[src/rtl/regfile_wb_arbiter.sv]
// Write-port controller for the 32x32 register file: arbitrates ALU and load writeback and runs a zero-clear sweep.
// Optional `WB_ROUND_ROBIN_EN selects round-robin contention; otherwise requester 1 (loads) has fixed priority.
module regfile_wb_arbiter (
  input  logic        clock,
  input  logic        ctrl_reset,
  input  logic        req0_valid,
  input  logic [4:0]  req0_reg,
  input  logic [31:0] req0_data,
  output logic        req0_ready,
  input  logic        req1_valid,
  input  logic [4:0]  req1_reg,
  input  logic [31:0] req1_data,
  output logic        req1_ready,
  input  logic        clear_start,
  output logic        clear_busy,
  output logic        ctrl_writeEn,
  output logic [4:0]  ctrl_writeReg,
  output logic [31:0] data_writeReg
);

  typedef enum logic {ARB, CLEAR} state_t;

  state_t      r_state;
  state_t      w_state_next;
  logic [4:0]  r_idx;
  logic        w_grant0;
  logic        w_grant1;
  logic        w_hs0;
  logic        w_hs1;

`ifdef WB_ROUND_ROBIN_EN
  logic r_last1;  // 1 when requester 1 holds the most recent grant

  always_comb begin
    w_grant0 = req0_valid && (!req1_valid || r_last1);
    w_grant1 = req1_valid && (!req0_valid || !r_last1);
  end

  always_ff @(posedge clock) begin
    if (ctrl_reset)  r_last1 <= 1'b1;
    else if (w_hs0)  r_last1 <= 1'b0;
    else if (w_hs1)  r_last1 <= 1'b1;
  end
`else
  always_comb begin
    w_grant1 = req1_valid;
    w_grant0 = req0_valid && !req1_valid;
  end
`endif

  assign w_hs0 = req0_valid && req0_ready;
  assign w_hs1 = req1_valid && req1_ready;

  // NOTE: sequential state uses non-blocking assignments so every flop samples pre-edge values.
  always_ff @(posedge clock) begin
    if (ctrl_reset) r_state <= ARB;
    else            r_state <= w_state_next;
  end

  // NOTE: defaulting every output at the top of always_comb keeps it free of inferred latches.
  always_comb begin
    w_state_next = r_state;
    case (r_state)
      ARB:     if (clear_start)      w_state_next = CLEAR;
      CLEAR:   if (r_idx == 5'd31)   w_state_next = ARB;
      default:                       w_state_next = ARB;
    endcase
  end

  always_comb begin
    req0_ready = 1'b0;
    req1_ready = 1'b0;
    clear_busy = 1'b0;
    case (r_state)
      ARB: begin
        req0_ready = !clear_start && w_grant0;
        req1_ready = !clear_start && w_grant1;
      end
      CLEAR:   clear_busy = 1'b1;
      default: clear_busy = 1'b0;
    endcase
  end

  // Registered write port; index/data hold when no write is issued, r0 writes are dropped.
  always_ff @(posedge clock) begin
    if (ctrl_reset) begin
      r_idx         <= 5'd0;
      ctrl_writeEn  <= 1'b0;
      ctrl_writeReg <= 5'd0;
      data_writeReg <= 32'd0;
    end else if (r_state == CLEAR) begin
      ctrl_writeEn  <= 1'b1;
      ctrl_writeReg <= r_idx;
      data_writeReg <= 32'd0;
      r_idx         <= r_idx + 5'd1;
    end else begin
      r_idx        <= 5'd1;
      ctrl_writeEn <= 1'b0;
      if (w_hs0 && req0_reg != 5'd0) begin
        ctrl_writeEn  <= 1'b1;
        ctrl_writeReg <= req0_reg;
        data_writeReg <= req0_data;
      end else if (w_hs1 && req1_reg != 5'd0) begin
        ctrl_writeEn  <= 1'b1;
        ctrl_writeReg <= req1_reg;
        data_writeReg <= req1_data;
      end
    end
  end

endmodule

[config.mk]
export PLATFORM = sky130hd
export DESIGN_NAME = regfile_wb_arbiter
export DESIGN_NICKNAME = d
export VERILOG_FILES = /design/src/rtl/regfile_wb_arbiter.sv
export SDC_FILE = /design/constraint.sdc
export NUM_CORES = 1
export LEC_CHECK = 0
export BUFFER_PORTS_ARGS = -buffer_cell sky130_fd_sc_hd__buf_4
export CAP_MARGIN = 20
export CORE_MARGIN = 3
export CORE_UTILIZATION = 46
export DETAILED_ROUTE_END_ITERATION = 8
export MAX_ROUTING_LAYER = met4
export PLACE_DENSITY_LB_ADDON = 0.12
export SLEW_MARGIN = 10
export SYNTH_ARGS = -nofsm -noshare
export SYNTH_HDL_FRONTEND = slang
export SYNTH_SLANG_ARGS = --single-unit
[constraint.sdc]
create_clock -name clock -period 5.3 [get_ports clock]
set_input_delay 0 -clock clock [delete_from_list [all_inputs] [get_ports clock]]
set_output_delay 0 -clock clock [all_outputs]
set_load 0.03 [all_outputs]
==> impl_metrics.toml, run 1 <==
[clocking]
post_cts_buffers = 0
cts_resized = 0
clk_path_buf_depth = 2
cts_root_buffer = "clkbuf_8"
cts.sinks = 44
htreeDepth = 2
cts_buffers = 5
clock_latency_ps = 290
path_clk_slew_ps = 80
cts_tree = "built"

[logic_synthesis]
avgSynthCellArea_um2 = 12.0
synthCells = 161
synth_nets = 242
ys_seq_area_share_pct = 45.8
synth-seq-cells = 44
ys.warnings.count = 0
synthTopCellsByArea = "dfxtp_1 46%, mux2i_1 17%, o2bb2ai_1 14%, o2bb2ai_2 3.9%, a222oi_1 2.1%"
synth_cell_types = 36
syn_area_um2 = 1920
synth_top_area_share_pct = 45.8
synth_top_area_cell = "dfxtp_1"

[cells_and_area]
final_common_cell = "buf_4"
final_core_util_pct = 89.7
insertedDiodeCount = 0
drive_gt1_share_pct = 42.2
instances_no_fill = 380
nNetsFinal = 412
area_growth_syn_to_layout_pct = 79.6
layout_common_cells = "122 x buf_4, 53 x dlygate4sd3_1, 44 x dfxtp_1, 32 x mux2i_1, 30 x o2bb2ai_1"

[setup_path]
startpoint_type = "flip-flop"
path_class = "flip-flop to flip-flop"
rrSetupSlack_ps = 2530
cp_max_fo = 18
arrival_ps = 2990
critPathRequiredTime_ps = 5510
end_kind = "flip-flop"

[global_route]
grt_pass1_vias = 2239
grt_usage_pct = 28.4
antenna_found_initial = 0
grt_overflow = 0
grt_max_degree = 25
grt_pass1_wl_um = 11000

[min_path]
hold_class = "primary input to flip-flop"

[detailed_routing]
dr.first_iter.drc_count = 234
post_drt_wl_per_cell_um = 18.2
vias_per_cell = 5.37
drtPass1Iterations = 6
postRouteAntennaNets = 0
drc = 0
num_vias = 2041
drt_wl_total_um = 6900

[floorplan]
dieArea_um2 = 5000
die_w_um = 70.7
fp-row-count = 22
io-pin-count = 120
start_util_pct = 49.9
die_h_um = 70.7
core_um2 = 3850

[placement]
dp_hpwl_um = 3800
gp_congestion = 0.832
portBuffers = 119
place_inst = 319

[timing]
final.period_utilization_pct = 52.3
period_needed_ps = 2770
finalSetupTns_ps = 0
drv_slew = 0
max_freq_mhz = 361
hold_ws_ps = -8.99
worst_pin_slew_ps = 920
relSlewSlack_pct = 38.2
skew_ps = 5.03
finalSetupViolCount = 0
rsz0062_at_grt = "no"
finalHoldViolations = 4

[outcome]
status = "finished, violations left"
violations = "negative hold slack"

[job]
drv_cap = 0

[pwr]
ir_worst_vdd_mv = 0.183
power_leakage_nw = 1.69
power-per-cell-area_nw_per_um2 = 222
==> logic make-up after synthesis <==
family | share of synthesized area, %
buffers and inverters | 4.16
xor gates and xnor gates | 0.910
AOI/OAI and AO/OA | 23.5
DFF | 45.8
adders and majority gates | 1.30
and+or+nand+nor | 7.67
muxes | 16.6
==> sequential cells by signal, summed over array words and instances (netlist names) <==
register,count
data_writeReg,32
ctrl_writeReg,5
r_state,1
ctrl_writeEn,1
r_idx,5
==> power by group <==
| group | total (W) | leakage [nW] | internal (W) | switching, W |
|---|---|---|---|---|
| sequential | 0.000357 | 0.358 | 0.000345 | 0.0000121 |
| clock | 0.000214 | 0.0455 | 0.000106 | 0.000108 |
| combinational | 0.000195 | 1.29 | 0.000108 | 0.0000873 |
==> worst paths after layout <==
kind | start | to | depth (start not counted)
max | r_state$_SDFF_PP0_ | data_writeReg[13]$_SDFFE_PP0P_ | 6
min | req0_data[31] | data_writeReg[31]$_SDFFE_PP0P_ | 3
max reg2reg | r_state$_SDFF_PP0_ | data_writeReg[13]$_SDFFE_PP0P_ | 6
min reg2reg | data_writeReg[6]$_SDFFE_PP0P_ | data_writeReg[6]$_SDFFE_PP0P_ | 1
==> repair_timing <==
item | CTS | global route
hold endpoints to repair | 30 | 0
endpoints found under the setup margin | 0 | 0
hold buffers | 53 | 0
==> critical path, stage by stage (launching register included) <==
cell and delay [ps]:
dfxtp_1 510, nor4b_4 600, o21ai_4 330, buf_4 330, mux2i_1 150, dlygate4sd3_1 580, o2bb2ai_1 170
==> per-stage QoR <==
step / cell area [um2] / setup slack [ps] / power [W] / hold WS, ps
after global placement: 2840 / 2930 / 0.000515 / 262
after global routing: 3460 / 2380 / 0.000795 / 3.97
after CTS: 3460 / 2640 / 0.000756 / 0.827
after detailed placement: 2840 / 2860 / 0.000517 / 272
final: 3460 / 2530 / 0.000766 / -8.99
after floorplan: 1920 / 3090 / 0.000441 / 66.0
==> synth_stat cells (all sizes together) <==
| master | number |
|---|---|
| a211oi | 1 |
| a21oi | 2 |
| a222oi | 4 |
| a22oi | 1 |
| and2 | 2 |
| and3 | 1 |
| buf | 9 |
| clkbuf | 3 |
| dfxtp | 44 |
| ha | 2 |
| inv | 1 |
| mux2i | 32 |
| nand2 | 1 |
| nand2b | 1 |
| nand3 | 1 |
| nor2 | 5 |
| nor2b | 1 |
| nor3 | 1 |
| nor3b | 1 |
| nor4 | 1 |
| nor4b | 1 |
| o21a | 2 |
| o21ai | 3 |
| o221ai | 1 |
| o2bb2ai | 35 |
| or4 | 3 |
| xnor2 | 1 |
| xor2 | 1 |
==> layout make-up <==
type | instances | area, um2
fill | 170 | 398
multi-input combinational | 104 | 975
timing repair buffer | 175 | 1450
sequential | 44 | 881
tap | 48 | 60.1
inverter | 1 | 3.75
clock buffer | 8 | 90.1
==> per-layer routing <==
metal	global-route usage (%)	part of all wire [%]	wire, um	up-vias
met5	-	0	0	-
li1	-	-	-	964
met2	53.7	55	3810	81
met1	30.2	38	2650	990
met3	5.68	5.3	364	6
met4	6.26	1.1	78	0
Power figures use the tool's default switching activity.
==> run 2, diff against run 1 <==
- CORE_UTILIZATION: 46 -> 42
- clock period: 5.3 -> 2.8 ns (I/O delays scaled with it)
==> impl_metrics.toml, run 2 (synthesis results as in run 1) <==
[timing]
period_needed_ps = 2560
max_freq_mhz = 391
relSlewSlack_pct = 33.1
finalSetupTns_ps = 0
final.period_utilization_pct = 91.3
finalSetupViolCount = 0
rsz0062_at_grt = "no"
skew_ps = 4.42
worst_pin_slew_ps = 997
finalHoldViolations = 0
drv_slew = 0

[setup_path]
reg2reg_depth = 6
critPathRequiredTime_ps = 2970
path_class = "flip-flop to flip-flop"
crit_start = "r_state$_SDFF_PP0_"
end_kind = "flip-flop"
cp_max_fo = 19
rr_endpoint = "data_writeReg[11]$_SDFFE_PP0P_"
rrSetupSlack_ps = 240
crit_chain = "nor4b_4 > o21ai_4 > buf_4 > mux2i_1 > dlygate4sd3_1 > o2bb2ai_1"
cp_slowest_cell = "dlygate4sd3_1"
arrival_ps = 2730
crit_end = "data_writeReg[11]$_SDFFE_PP0P_"
r2r-start = "r_state$_SDFF_PP0_"
startpoint_type = "flip-flop"
cp_slowest_stage_delay_ps = 570

[cells_and_area]
insertedDiodeCount = 0
reg_top3 = "data_writeReg: 32 flops, ctrl_writeReg: 5 flops, r_idx: 5 flops"
largest_reg_flops = 32
nNetsFinal = 413
layout_common_cells = "124 x buf_4, 52 x dlygate4sd3_1, 44 x dfxtp_1, 32 x mux2i_1, 30 x o2bb2ai_1"
drive_gt1_share_pct = 43.2
top_register = "data_writeReg"
final_common_cell = "buf_4"
area_growth_syn_to_layout_pct = 80.4

[global_route]
grt_usage_pct = 22.9
antenna_found_initial = 0
grt_pass1_wl_um = 9400
grt_overflow = 0
grt_pass1_vias = 2031
grt_max_degree = 21

[job]
drv_cap = 0

[clocking]
clk_path_buf_depth = 2
cts_buffers = 5
path_clk_slew_ps = 80
cts_root_buffer = "clkbuf_8"
clock_latency_ps = 280
cts.sinks = 44
cts_tree = "built"
htreeDepth = 2

[floorplan]
start_util_pct = 45.8
dieArea_um2 = 5430
die_w_um = 73.7
die_h_um = 73.7
io-pin-count = 120
core_um2 = 4200
fp-row-count = 23

[outcome]
status = "completed"

[detailed_routing]
drc = 0
dr.first_iter.drc_count = 96
drtPass1Iterations = 7
vias_per_cell = 5.19
postRouteAntennaNets = 0
drt_wl_total_um = 6130
post_drt_wl_per_cell_um = 16.0
num_vias = 1986

[pwr]
power-per-cell-area_nw_per_um2 = 415
ir_worst_vdd_mv = 0.367
finalPower_w = 0.00144
power_leakage_nw = 1.69

[placement]
gp_congestion = 0.822
dp_hpwl_um = 3960
portBuffers = 119

[min_path]
hold_class = "primary input to flip-flop"
## run 2: layout make-up
class | count | area [um2]
Inverter | 1 | 3.75
Tap cell | 50 | 62.6
Fill cell | 272 | 731
Sequential cell | 44 | 881
Multi-Input combinational cell | 104 | 975
Clock inverter | 2 | 15.0
Clock buffer | 6 | 82.6
Timing Repair Buffer | 176 | 1450
## run 2: how the worst min path moves through the flow
stage	end	startpoint	cells past startpoint	slack [ps]
6_report	r_idx[0]$_SDFF_PP0_	ctrl_reset	2	8
3_3_place_gp	data_writeReg[19]$_SDFFE_PP0P_	req0_data[19]	3	270
5_1_grt	r_state$_SDFF_PP0_	ctrl_reset	2	10
2_1_floorplan	req0_ready	req1_valid	1	70
4_1_cts	data_writeReg[31]$_SDFFE_PP0P_	req1_data[31]	3	0.3
3_5_place_dp	data_writeReg[19]$_SDFFE_PP0P_	req0_data[19]	3	280
## run 2: per-layer routing
layer  vias to the layer above  routed length [um]  global-route usage, %
met1                       920                2330                   25.3
met3                         8                 471                   4.92
met5                         -                   0                      -
met2                        88                3270                   42.0
li1                        970                   -                      -
met4                         0                  65                   4.83
## run 2: power breakdown
group	total (W)	switching, W	internal (W)	leakage [nW]
logic	0.000367	0.000162	0.000205	1.29
registers	0.000671	0.0000183	0.000653	0.358
clock network	0.000401	0.000201	0.000200	0.0434
total	0.00144	0.000382	0.00106	1.69
## run 2: metrics by stage
step | instances | utilization, % | setup WS [ps] | instance area (um2) | hold WS (ps)
after floorplan | 161 | - | 591 | 1920 | 66.0
after global placement | 323 | 67.9 | 538 | 2850 | 268
after detailed placement | 323 | 67.9 | 422 | 2850 | 276
after CTS | 379 | 81.7 | 286 | 3430 | 0.332
after global routing | 383 | 82.6 | 71.2 | 3470 | 12.2
final | 383 | 82.6 | 242 | 3470 | 7.75
## run 2: worst max-delay path: cells and delay by family, from the launching register on
family	cells	cell delay, ps
AO/OA/AOI/OAI	2	370
buffers and inverters	2	900
AND/OR/NAND/NOR	1	560
flip-flops	1	390
multiplexers	1	200
## run 2: repair_timing
| item | CTS | global route |
|---|---|---|
| endpoints found under the hold margin | 25 | 3 |
| setup endpoints to repair | 0 | 0 |
| buffers inserted | 0 | 0 |
| hold buffers | 48 | 4 |
| gates resized for setup | 0 | 0 |
==> run 3, diff against run 2 <==
- BUFFER_PORTS_ARGS: -buffer_cell sky130_fd_sc_hd__buf_4 -> not set
- CORE_UTILIZATION: 42 -> 48
- DONT_BUFFER_PORTS: not set -> 1
==> impl_metrics.toml, run 3 (synthesis results as in run 1) <==
[outcome]
status = "completed"

[clocking]
cts_buffers = 5
clk_path_buf_depth = 2
clock_latency_ps = 280
cts_tree = "built"
htreeDepth = 2
cts_root_buffer = "clkbuf_8"
path_clk_slew_ps = 80
cts_resized = 0
cts.sinks = 44

[floorplan]
start_util_pct = 51.0
fp-row-count = 22
io-pin-count = 120
die_w_um = 69.3
die_h_um = 69.3
dieArea_um2 = 4800
core_um2 = 3770

[detailed_routing]
vias_per_cell = 5.77
post_drt_wl_per_cell_um = 19.6
drc = 0
num_vias = 1667
dr.first_iter.drc_count = 82
maxUsedRoutingLayer = "met4"
wl_met3_um = 377
drt_wl_total_um = 5660
postRouteAntennaNets = 0
routed-wl-met2_um = 3090
drtPass1Iterations = 5
wirelength_met1_um = 2090

[timing]
relSlewSlack_pct = 40.8
drv_slew = 0
finalHoldViolations = 0
worst_pin_slew_ps = 882
finalSetupViolCount = 0
setup_ws_ps = 322
final.period_utilization_pct = 88.5
finalSetupTns_ps = 0
rsz0062_at_grt = "no"
period_needed_ps = 2480
max_freq_mhz = 404
skew_ps = 4.99

[setup_path]
startpoint_type = "flip-flop"
crit_chain = "nor4b_4 > o21ai_4 > buf_4 > mux2i_1 > dlygate4sd3_1 > o2bb2ai_1"
reg2reg_depth = 6
r2r-start = "r_state$_SDFF_PP0_"
crit_family = "buffers and inverters"
rr_endpoint = "data_writeReg[5]$_SDFFE_PP0P_"
crit_buf_inv = 2
rrSetupSlack_ps = 320
cp_max_fo = 19
end_kind = "flip-flop"
cp_slowest_cell = "dfxtp_1"
path_class = "flip-flop to flip-flop"
arrival_ps = 2650
cp_slowest_stage_delay_ps = 610
critPathRequiredTime_ps = 2980

[pwr]
ir_worst_vdd_mv = 0.338
power-per-cell-area_nw_per_um2 = 497
power_leakage_nw = 1.22

[min_path]
hold_class = "primary input to flip-flop"
holdPathEnd = "ctrl_writeEn$_SDFF_PP0_"
whs_path_depth = 3
hp-start = "req0_reg[0]"

[placement]
portBuffers = 0
gp_congestion = 0.945
dp_slack_ps = 488
dp_hpwl_um = 3170

[global_route]
grt_max_degree = 33
grt_pass1_wl_um = 9080
antenna_found_initial = 0
grt_pass1_vias = 1806
grt_usage_pct = 24.2
grt_overflow = 0

[cells_and_area]
layout_common_cells = "76 x dlygate4sd3_1, 44 x dfxtp_1, 32 x mux2i_1, 30 x o2bb2ai_1, 8 x buf_4"
drive_gt1_share_pct = 11.2
area_growth_syn_to_layout_pct = 48.0
reg_top3 = "data_writeReg: 32 flops, ctrl_writeReg: 5 flops, r_idx: 5 flops"
final_common_cell = "dlygate4sd3_1"
insertedDiodeCount = 0
largest_reg_flops = 32
top_register = "data_writeReg"
nNetsFinal = 321

[job]
drv_cap = 0
## run 3: changes by cell type in the layout (fill, tap and decap cells not counted)
cell	change
buf_4	-116
bufinv_16	+1
clkbuf_1	+1
clkbuf_8	-1
clkinv_2	+1
clkinvlp_4	-2
dlygate4sd3_1	+24
## run 3: worst max path at each step
stage	startpoint	to	cells past startpoint
after floorplan	r_state$_SDFF_PP0_	ctrl_writeReg[3]$_SDFFE_PP0P_	6
after global placement	r_state$_SDFF_PP0_	data_writeReg[19]$_SDFFE_PP0P_	5
after detailed placement	r_state$_SDFF_PP0_	data_writeReg[1]$_SDFFE_PP0P_	5
after CTS	r_state$_SDFF_PP0_	data_writeReg[16]$_SDFFE_PP0P_	6
after global routing	r_state$_SDFF_PP0_	data_writeReg[18]$_SDFFE_PP0P_	6
final	r_state$_SDFF_PP0_	data_writeReg[5]$_SDFFE_PP0P_	6
## run 3: timing repair
action                                 4_1_cts  5_1_grt
setup endpoints to repair                    0       16
buffers inserted                             0        2
hold buffers                                76        0
endpoints found under the hold margin       44        0
## run 3: report_power, final
group | total, W | switching [W] | internal (W)
clock network | 0.000471 | 0.000206 | 0.000265
registers | 0.000726 | 0.0000726 | 0.000653
logic | 0.000218 | 0.0000863 | 0.000132
## run 3: worst register-to-register path: cells and delay by family (launching register included)
kind / cells / cell delay [ps]
AOI/OAI and AO/OA: 2 / 360
buffers and inverters: 2 / 1010
DFF: 1 / 610
muxes: 1 / 270
and+or+nand+nor: 1 / 120
## run 3: final cells by class
cell class | instances | area (um2)
clock inverter | 2 | 35.0
multi-input combinational | 104 | 975
inverter | 1 | 3.75
fill | 232 | 923
timing repair buffer | 84 | 821
clock buffer | 6 | 72.6
sequential | 44 | 881
tap | 48 | 60.1
## run 3: per-stage QoR
stage | power (W) | cells | hold WS [ps] | utilization [%] | instance area, um2
after floorplan | 0.000834 | 161 | 66.0 | - | 1920
final | 0.00142 | 289 | 26.4 | 75.5 | 2850
after CTS | 0.00142 | 287 | 19.0 | 75.1 | 2830
after detailed placement | 0.000854 | 203 | 76.4 | 52.1 | 1960
after global placement | 0.000850 | 203 | 74.8 | 52.1 | 1960
after global routing | 0.00147 | 289 | 44.8 | 75.5 | 2850
## run 3: routing by layer
layer	vias to the layer above	global-route usage, %
met3	12	8.12
met4	0	7.59
met2	89	43.5
met5	-	-
met1	784	24.7
li1	782	-
